--- src/rtl/part_2_piso_tx.sv ---
// ---------------------------------------------------------------------------
// part_2_piso_tx
//   Parallel-in / serial-out transmitter. The block accepts a WIDTH-bit word
//   with a valid/ready handshake and shifts it out MSB first, one bit per
//   clock. The sdo_valid flag marks each frame bit and sdo_last marks the LSB.
//   The block can accept the next word during the sdo_last cycle, so
//   back-to-back frames are sent with no idle cycle between them.
//
// Parameters
//   WIDTH      parallel word width in bits (2..32)
//
// Ports
//   clk        in   sole clock, rising edge
//   rst_n      in   asynchronous active-low reset
//   in_valid   in   upstream presents a word on in_data
//   in_data    in   [WIDTH-1:0] word to serialize
//   in_ready   out  word can be accepted this cycle (combinational)
//   sdo        out  serial data, MSB first (registered)
//   sdo_valid  out  sdo carries a frame bit (registered)
//   sdo_last   out  sdo carries bit 0 of the frame (registered)
// ---------------------------------------------------------------------------
module part_2_piso_tx #(
    parameter int WIDTH = 8
) (
    input  logic             clk,
    input  logic             rst_n,
    input  logic             in_valid,
    input  logic [WIDTH-1:0] in_data,
    output logic             in_ready,
    output logic             sdo,
    output logic             sdo_valid,
    output logic             sdo_last
);

    localparam int CW = $clog2(WIDTH);
    localparam logic [CW-1:0] CNT_MAX = CW'(WIDTH - 1);

    typedef enum logic {
        S_IDLE  = 1'b0,
        S_SHIFT = 1'b1
    } state_t;

    state_t           state_q, state_d;
    logic [WIDTH-1:0] shreg_q, shreg_d;
    logic [CW-1:0]    cnt_q, cnt_d;
    logic             sdo_q, sdo_d;
    logic             sdo_valid_q, sdo_valid_d;
    logic             sdo_last_q, sdo_last_d;
    logic             accept;

    // in_ready is the only combinational output. sdo_last_q is the registered
    // form of "SHIFT with the counter at 0", so a word can be accepted on the
    // final bit of the current frame. Gating with rst_n keeps in_ready low
    // while reset is held.
    always_comb begin
        in_ready = rst_n & ((state_q == S_IDLE) | sdo_last_q);
        accept   = in_valid & in_ready;
    end

    // State register, datapath and registered outputs.
    always_ff @(posedge clk or negedge rst_n) begin
        if (!rst_n) begin
            state_q     <= S_IDLE;
            shreg_q     <= '0;
            cnt_q       <= '0;
            sdo_q       <= 1'b0;
            sdo_valid_q <= 1'b0;
            sdo_last_q  <= 1'b0;
        end else begin
            state_q     <= state_d;
            shreg_q     <= shreg_d;
            cnt_q       <= cnt_d;
            sdo_q       <= sdo_d;
            sdo_valid_q <= sdo_valid_d;
            sdo_last_q  <= sdo_last_d;
        end
    end

    // Next-state logic, together with the shift register and bit counter.
    always_comb begin
        state_d = state_q;
        shreg_d = shreg_q;
        cnt_d   = cnt_q;
        unique case (state_q)
            S_IDLE: begin
                if (accept) begin
                    state_d = S_SHIFT;
                    shreg_d = in_data;
                    cnt_d   = CNT_MAX;
                end
            end
            S_SHIFT: begin
                if (accept) begin
                    // A new word loads on the last bit, so the frames run
                    // back to back.
                    shreg_d = in_data;
                    cnt_d   = CNT_MAX;
                end else if (cnt_q == '0) begin
                    state_d = S_IDLE;
                    shreg_d = '0;
                    cnt_d   = '0;
                end else begin
                    shreg_d = {shreg_q[WIDTH-2:0], 1'b0};
                    cnt_d   = cnt_q - 1'b1;
                end
            end
            default: state_d = S_IDLE;
        endcase
    end

    // Output logic. The outputs are computed from the next-state values so
    // that, once registered, they describe the bit held in shreg_q in the
    // same cycle. This gives the frame a latency of one clock, and no input
    // reaches an output without passing through a flop.
    always_comb begin
        sdo_valid_d = (state_d == S_SHIFT);
        sdo_d       = sdo_valid_d & shreg_d[WIDTH-1];
        sdo_last_d  = sdo_valid_d & (cnt_d == '0);
    end

    assign sdo       = sdo_q;
    assign sdo_valid = sdo_valid_q;
    assign sdo_last  = sdo_last_q;

endmodule

--- config.mk ---
export PLATFORM = sky130hd
export DESIGN_NAME = part_2_piso_tx
export DESIGN_NICKNAME = d
export VERILOG_FILES = /design/src/rtl/part_2_piso_tx.sv
export SDC_FILE = /design/constraint.sdc
export NUM_CORES = 1
export LEC_CHECK = 0
export BUFFER_PORTS_ARGS = -buffer_cell sky130_fd_sc_hd__buf_2
export CELL_PAD_IN_SITES_DETAIL_PLACEMENT = 0
export CELL_PAD_IN_SITES_GLOBAL_PLACEMENT = 1
export CORE_MARGIN = 4
export CORE_UTILIZATION = 40
export CTS_BUF_LIST = sky130_fd_sc_hd__clkbuf_8 sky130_fd_sc_hd__clkbuf_16
export DETAILED_ROUTE_END_ITERATION = 7
export GPL_ROUTABILITY_DRIVEN = 0
export HOLD_SLACK_MARGIN = 0.05
export PLACE_DENSITY = 0.83
export REMOVE_ABC_BUFFERS = 1
export SYNTH_ARGS = -nofsm -noshare
export SYNTH_HDL_FRONTEND = slang
export SYNTH_SLANG_ARGS = --single-unit
--- constraint.sdc ---
create_clock -name clk -period 2.05 [get_ports clk]
set_clock_uncertainty 0.2 [all_clocks]
set_input_delay 0.41 -clock clk [delete_from_list [all_inputs] [get_ports clk]]
set_output_delay 0.41 -clock clk [all_outputs]
set_load 0.03 [all_outputs]
* Word-level counts from Yosys, hierarchy flattened
Cells that the tools add are included.
** Operators by class
- Add/subtract/negate cells :: 1
- $lt $le $gt $ge :: 0
- Div/mod/pow operators :: 0
- Equality and inequality tests :: 1
- Reductions and logical operators :: 2
- Muxes and demuxes :: 12
- Bitwise gates (word level) :: 6
- Shift-type cells :: 0
- Multipliers :: 0
** Operators with widths (number)
- two-way mux 8 bit :: 3
- case mux 8 bit (2 select lines) :: 1
- two-way mux 3 bit :: 3
- logical NOT 3 bit :: 2
- case mux 3 bit (2 select lines) :: 1
- bitwise AND 1 bit :: 4
- two-way mux 1 bit :: 3
- subtractor 3 x 1 -> 3 bit (second input constant) :: 1
- != test 2 bit (second input constant) :: 1
- case mux 1 bit (2 select lines) :: 1
- NOT 1 bit :: 1
- OR 1 bit :: 1
** Word-level totals
- Output and inout bits :: 4
- RAM bits :: 0
- Word-level logic and storage cells :: 28
- Flip-flop bits (word level) :: 14
- Memories :: 0
- ROM bits :: 0
- Latch bits :: 0

* Depth between registers and ports, before layout
- Depth in word-level cells :: 8
- Depth in mapped cells :: 5
- Mapped depth without buffers :: 5

* Worst setup path before layout
OpenSTA, ideal clock, no wires.
- Kind :: reg2reg
- Start point :: reg, netlist name sdo_valid
- End point :: reg shreg_q[3]
- Path buffers :: 2
- Stages on the path, launching flop included :: 6
- Period minus slack after synthesis :: 1743 ps
- Data arrival time :: 1418 ps
- Library setup time :: 125 ps
- Slack :: 307 ps
- Cell sequence :: dfrtp_1 > buf_6 > inv_6 > o211ai_4 > buf_12 > mux2_4
** RTL lines
- end signal, assigned :: RTL line 71 : shreg_q <= shreg_d;
- end, declared :: RTL line 44 : logic [WIDTH-1:0] shreg_q, shreg_d;

* Worst setup path in the final report
- Start point :: in rst_n
- End point :: out in_ready
** Between the ends
- Longest elaborated chain between the ends :: 1
** Ends and longest elaborated chain
- start, declared :: RTL line 26 : input logic rst_n,
- bitwise AND 1 bit :: RTL line 56 : in_ready = rst_n & ((state_q == S_IDLE) | sdo_last_q);
- end, declared :: RTL line 29 : output logic in_ready,
No other way between the ends.

==> metrics.csv <==
metric;value;unit
Reg clk slew, reported paths;0.06;ns
main combinational cell family by area after synthesis;compound AO/OA/AOI/OAI gates;
Critical Path AT;1.37;ns
XOR/XNOR share of the synthesized area;0;%
Core ar.;1559;um^2
Cells after DPL;82;
first-pass GRT wire length;1.966;mm
final hold violation count;0;
# nets final;85;
total of max-cap violations;0;
total die area;2430;um^2
Synth area leader;dfrtp_1;
vias in the first global route;424;
CP bufs+invs;3;
ANT cells;0;
Int Pwr;0.7661;mW
Ports;15;
Final ANT Viol Nets;0;
outcome;complete, no violations;
Filler Cell Count;140;
Tmin final;1.984;ns
clock power share;18.1;%
CP delay by family, top;buffers and inverters;
root buffer cell;clkbuf_8;
simple-gate share of the synthesized area;11.56;%
Setup Buffers After CTS;0;
Site Rows;14;
count leader, synth;dfrtp_1;
Sw Pwr;0.4511;mW
hold path startpoint;in_data[7];
1st-pass router iterations;4;
fin cells;87;
flops & latches, synth;13;
routed len/inst;12.79;um
final setup violation count;0;
GR peak layer;met1;
Detailed Route WL;1.113;mm
Post-Synth Adder-Cell Area;3.670;%
Syn Area/Cell;12.87;um^2
Final Slew Violations;0;
M3 GR Usage;2.752;%
Post-synth top flop;dfrtp_1;
leakage power;0.4240;nW
routing usage on met1;14.37;%
Clock Latency Late Sink;0.24;ns
antenna violations before repair;0;
Worst IR Drop VDD;0.5491;mV
H-tree depth;1;
Core Util, Final;51.52;%
Worst Tran Pin Value;0.4596;ns
PortBufs;14;
most frequent cells after synthesis;dfrtp_1 (13), a22o_1 (6), mux2_2 (4), nand2_1 (4);
Setup Crit Path Kind;primary input to output pin;
reg-to-reg setup timing slack;0.29;ns
slowest stage cell on the critical path;dlygate4sd3_1;
Max Fclk;503.9;MHz
top-area cell type share of the netlist area;47.71;%
Netlist cell types;23;
Die Ht;49.29;um
setup_tns;0;ns
EDFF count, synth;0;
crit end category;output pin;
worst min path class;primary input to flip-flop;
Most common cell on crit path;buf_2;
hold endpoint;sdo$_DFF_PN0_;
worst r2r src;sdo_valid$_DFF_PN0_;
crit-path cells;dlygate4sd3_1 -> buf_2 -> o21a_1 -> buf_2;
post-synthesis sequential area ratio;47.71;%
GRT Overall Usage;10.47;%
WHS;0.2002;ns
Worst path depth;4;
CP required;1.44;ns
met2 usage;14.06;%
vias;440;
layout cells sized above 1;38.03;%
synthesis-to-finish area growth;17.80;%
sequential power share;38.4;%
CTS tree;yes;
CP max stage delay;0.52;ns
CTS max path bufs;2;
sw frac;37.06;%
Worst slew margin;69.21;%
CP Max Fanout;3;
synth top area cells;dfrtp_1 (48%), a22o_1 (7.7%), mux2_2 (6.6%);
combinational share of power;43.5;%
critical path launch point type;primary input;
largest net degree at the start of global routing;14;
Via density;5.057;
Die Wd;49.29;um
DP HPWL;830.2;um
r2r endpoint;shreg_q[6]$_DFFE_PN0P_;
Compound-Gate Fraction of Synth Area;14.86;%
# DRC;0;
Starting Density;43.74;%
r2r worst-path depth;3;
DRT iter0 DRCs;5;
Synth Cell Area;681.9;um^2
yosys warns;0;
Mapped Cells;53;
post-synthesis mux area share;14.68;%
cell count of the worst hold path;3;
CTS Sinks;13;
pwr dens;1515;nW/um^2
period utilization;96.80;%
TritonCTS buffer count;3;
total grt overflow;0;
RSZ-0062 raised after global routing;no;
Post-synth ARST share;100.0;%
worst reg2reg max path: stages (launching register included):
cell and delay [ns]:
dfrtp_1 0.53, inv_6 0.09, o211ai_4 0.43, mux2_2 0.39
layout make-up:
| type | instances | area, um^2 | area share (%) |
|---|---|---|---|
| Timing Repair Buffer | 16 | 87.58 | 10.90 |
| Inverter | 4 | 20.02 | 2.492 |
| Sequential cell | 13 | 325.3 | 40.50 |
| Clock buffer | 3 | 41.29 | 5.140 |
| Multi-Input combinational cell | 34 | 305.3 | 38.01 |
| Clock inverter | 1 | 3.754 | 0.4673 |
| Tap cell | 16 | 20.02 | 2.492 |
worst max path at each step:
stage | slack, ns | end | start
floorplan | 0.25 | shreg_q[0]$_DFFE_PN0P_ | sdo_valid$_DFF_PN0_
global placement | 0.33 | shreg_q[0]$_DFFE_PN0P_ | sdo_valid$_DFF_PN0_
detailed placement | 0.30 | shreg_q[6]$_DFFE_PN0P_ | sdo_valid$_DFF_PN0_
CTS | 0.07 | in_ready | rst_n
global route | 0.04 | in_ready | rst_n
finish | 0.07 | in_ready | rst_n
layer usage:
metal,vias to the layer above,wire (um)
met5,-,0
li1,223,-
met1,202,546
met2,13,489
met3,2,63
met4,0,14
cell families (layout without fill, tap and decap cells):
group                      Yosys count  in the layout
buffers and inverters                6             24
AOI/OAI and AO/OA                   11             11
muxes                                8              8
DFF                                 13             13
adders and majority gates            2              2
and+or+nand+nor                     13             13
registers in the layout, summed over array words and instances (netlist names):
| signal | count |
|---|---|
| sdo_valid | 1 |
| cnt_q | 3 |
| sdo_last | 1 |
| shreg_q | 7 |
| sdo | 1 |
cells in the final DEF, fill, tap and decap left out:
cell	Yosys	layout
a21oi_1	1	1
a22o_1	6	6
and2b_1	1	1
and3_1	1	1
buf_2	0	14
buf_4	0	1
clkbuf_8	0	3
dfrtp_1	13	13
dlygate4sd3_1	0	1
ha_1	2	2
inv_1	3	4
inv_6	1	1
mux2_2	4	4
mux2_4	3	3
mux2i_1	1	1
nand2_1	4	4
nand3b_1	1	1
nor2_1	1	1
nor2b_1	1	1
nor3b_1	1	1
nor4bb_1	1	1
o211ai_1	2	2
o211ai_4	1	1
o21a_1	1	1
or2b_1	2	2
power by group through the flow:
stage / clock (mW) / sequential (mW) / combinational [mW]
2_1_floorplan: 0 / 0.501 / 0.376
3_3_place_gp: 0 / 0.467 / 0.524
3_5_place_dp: 0 / 0.471 / 0.530
4_1_cts: 0.227 / 0.467 / 0.536
5_1_grt: 0.241 / 0.488 / 0.585
6_report: 0.221 / 0.467 / 0.529
timing repair:
| item | CTS | global route |
|---|---|---|
| hold buffers | 1 | 0 |
| hold endpoints to repair | 13 | 0 |
| resized for setup | 0 | 0 |
stage by stage:
stage               instance area [um^2]  setup WS (ns)  power (mW)
finish                             803.3        0.06563       1.217
global placement                   748.2         0.3299      0.9906
CTS                                803.3        0.06728       1.230
detailed placement                 748.2         0.2996       1.001
floorplan                          650.6         0.2501      0.8776
global route                       803.3        0.03733       1.314
(Power assumes the default switching activity.)
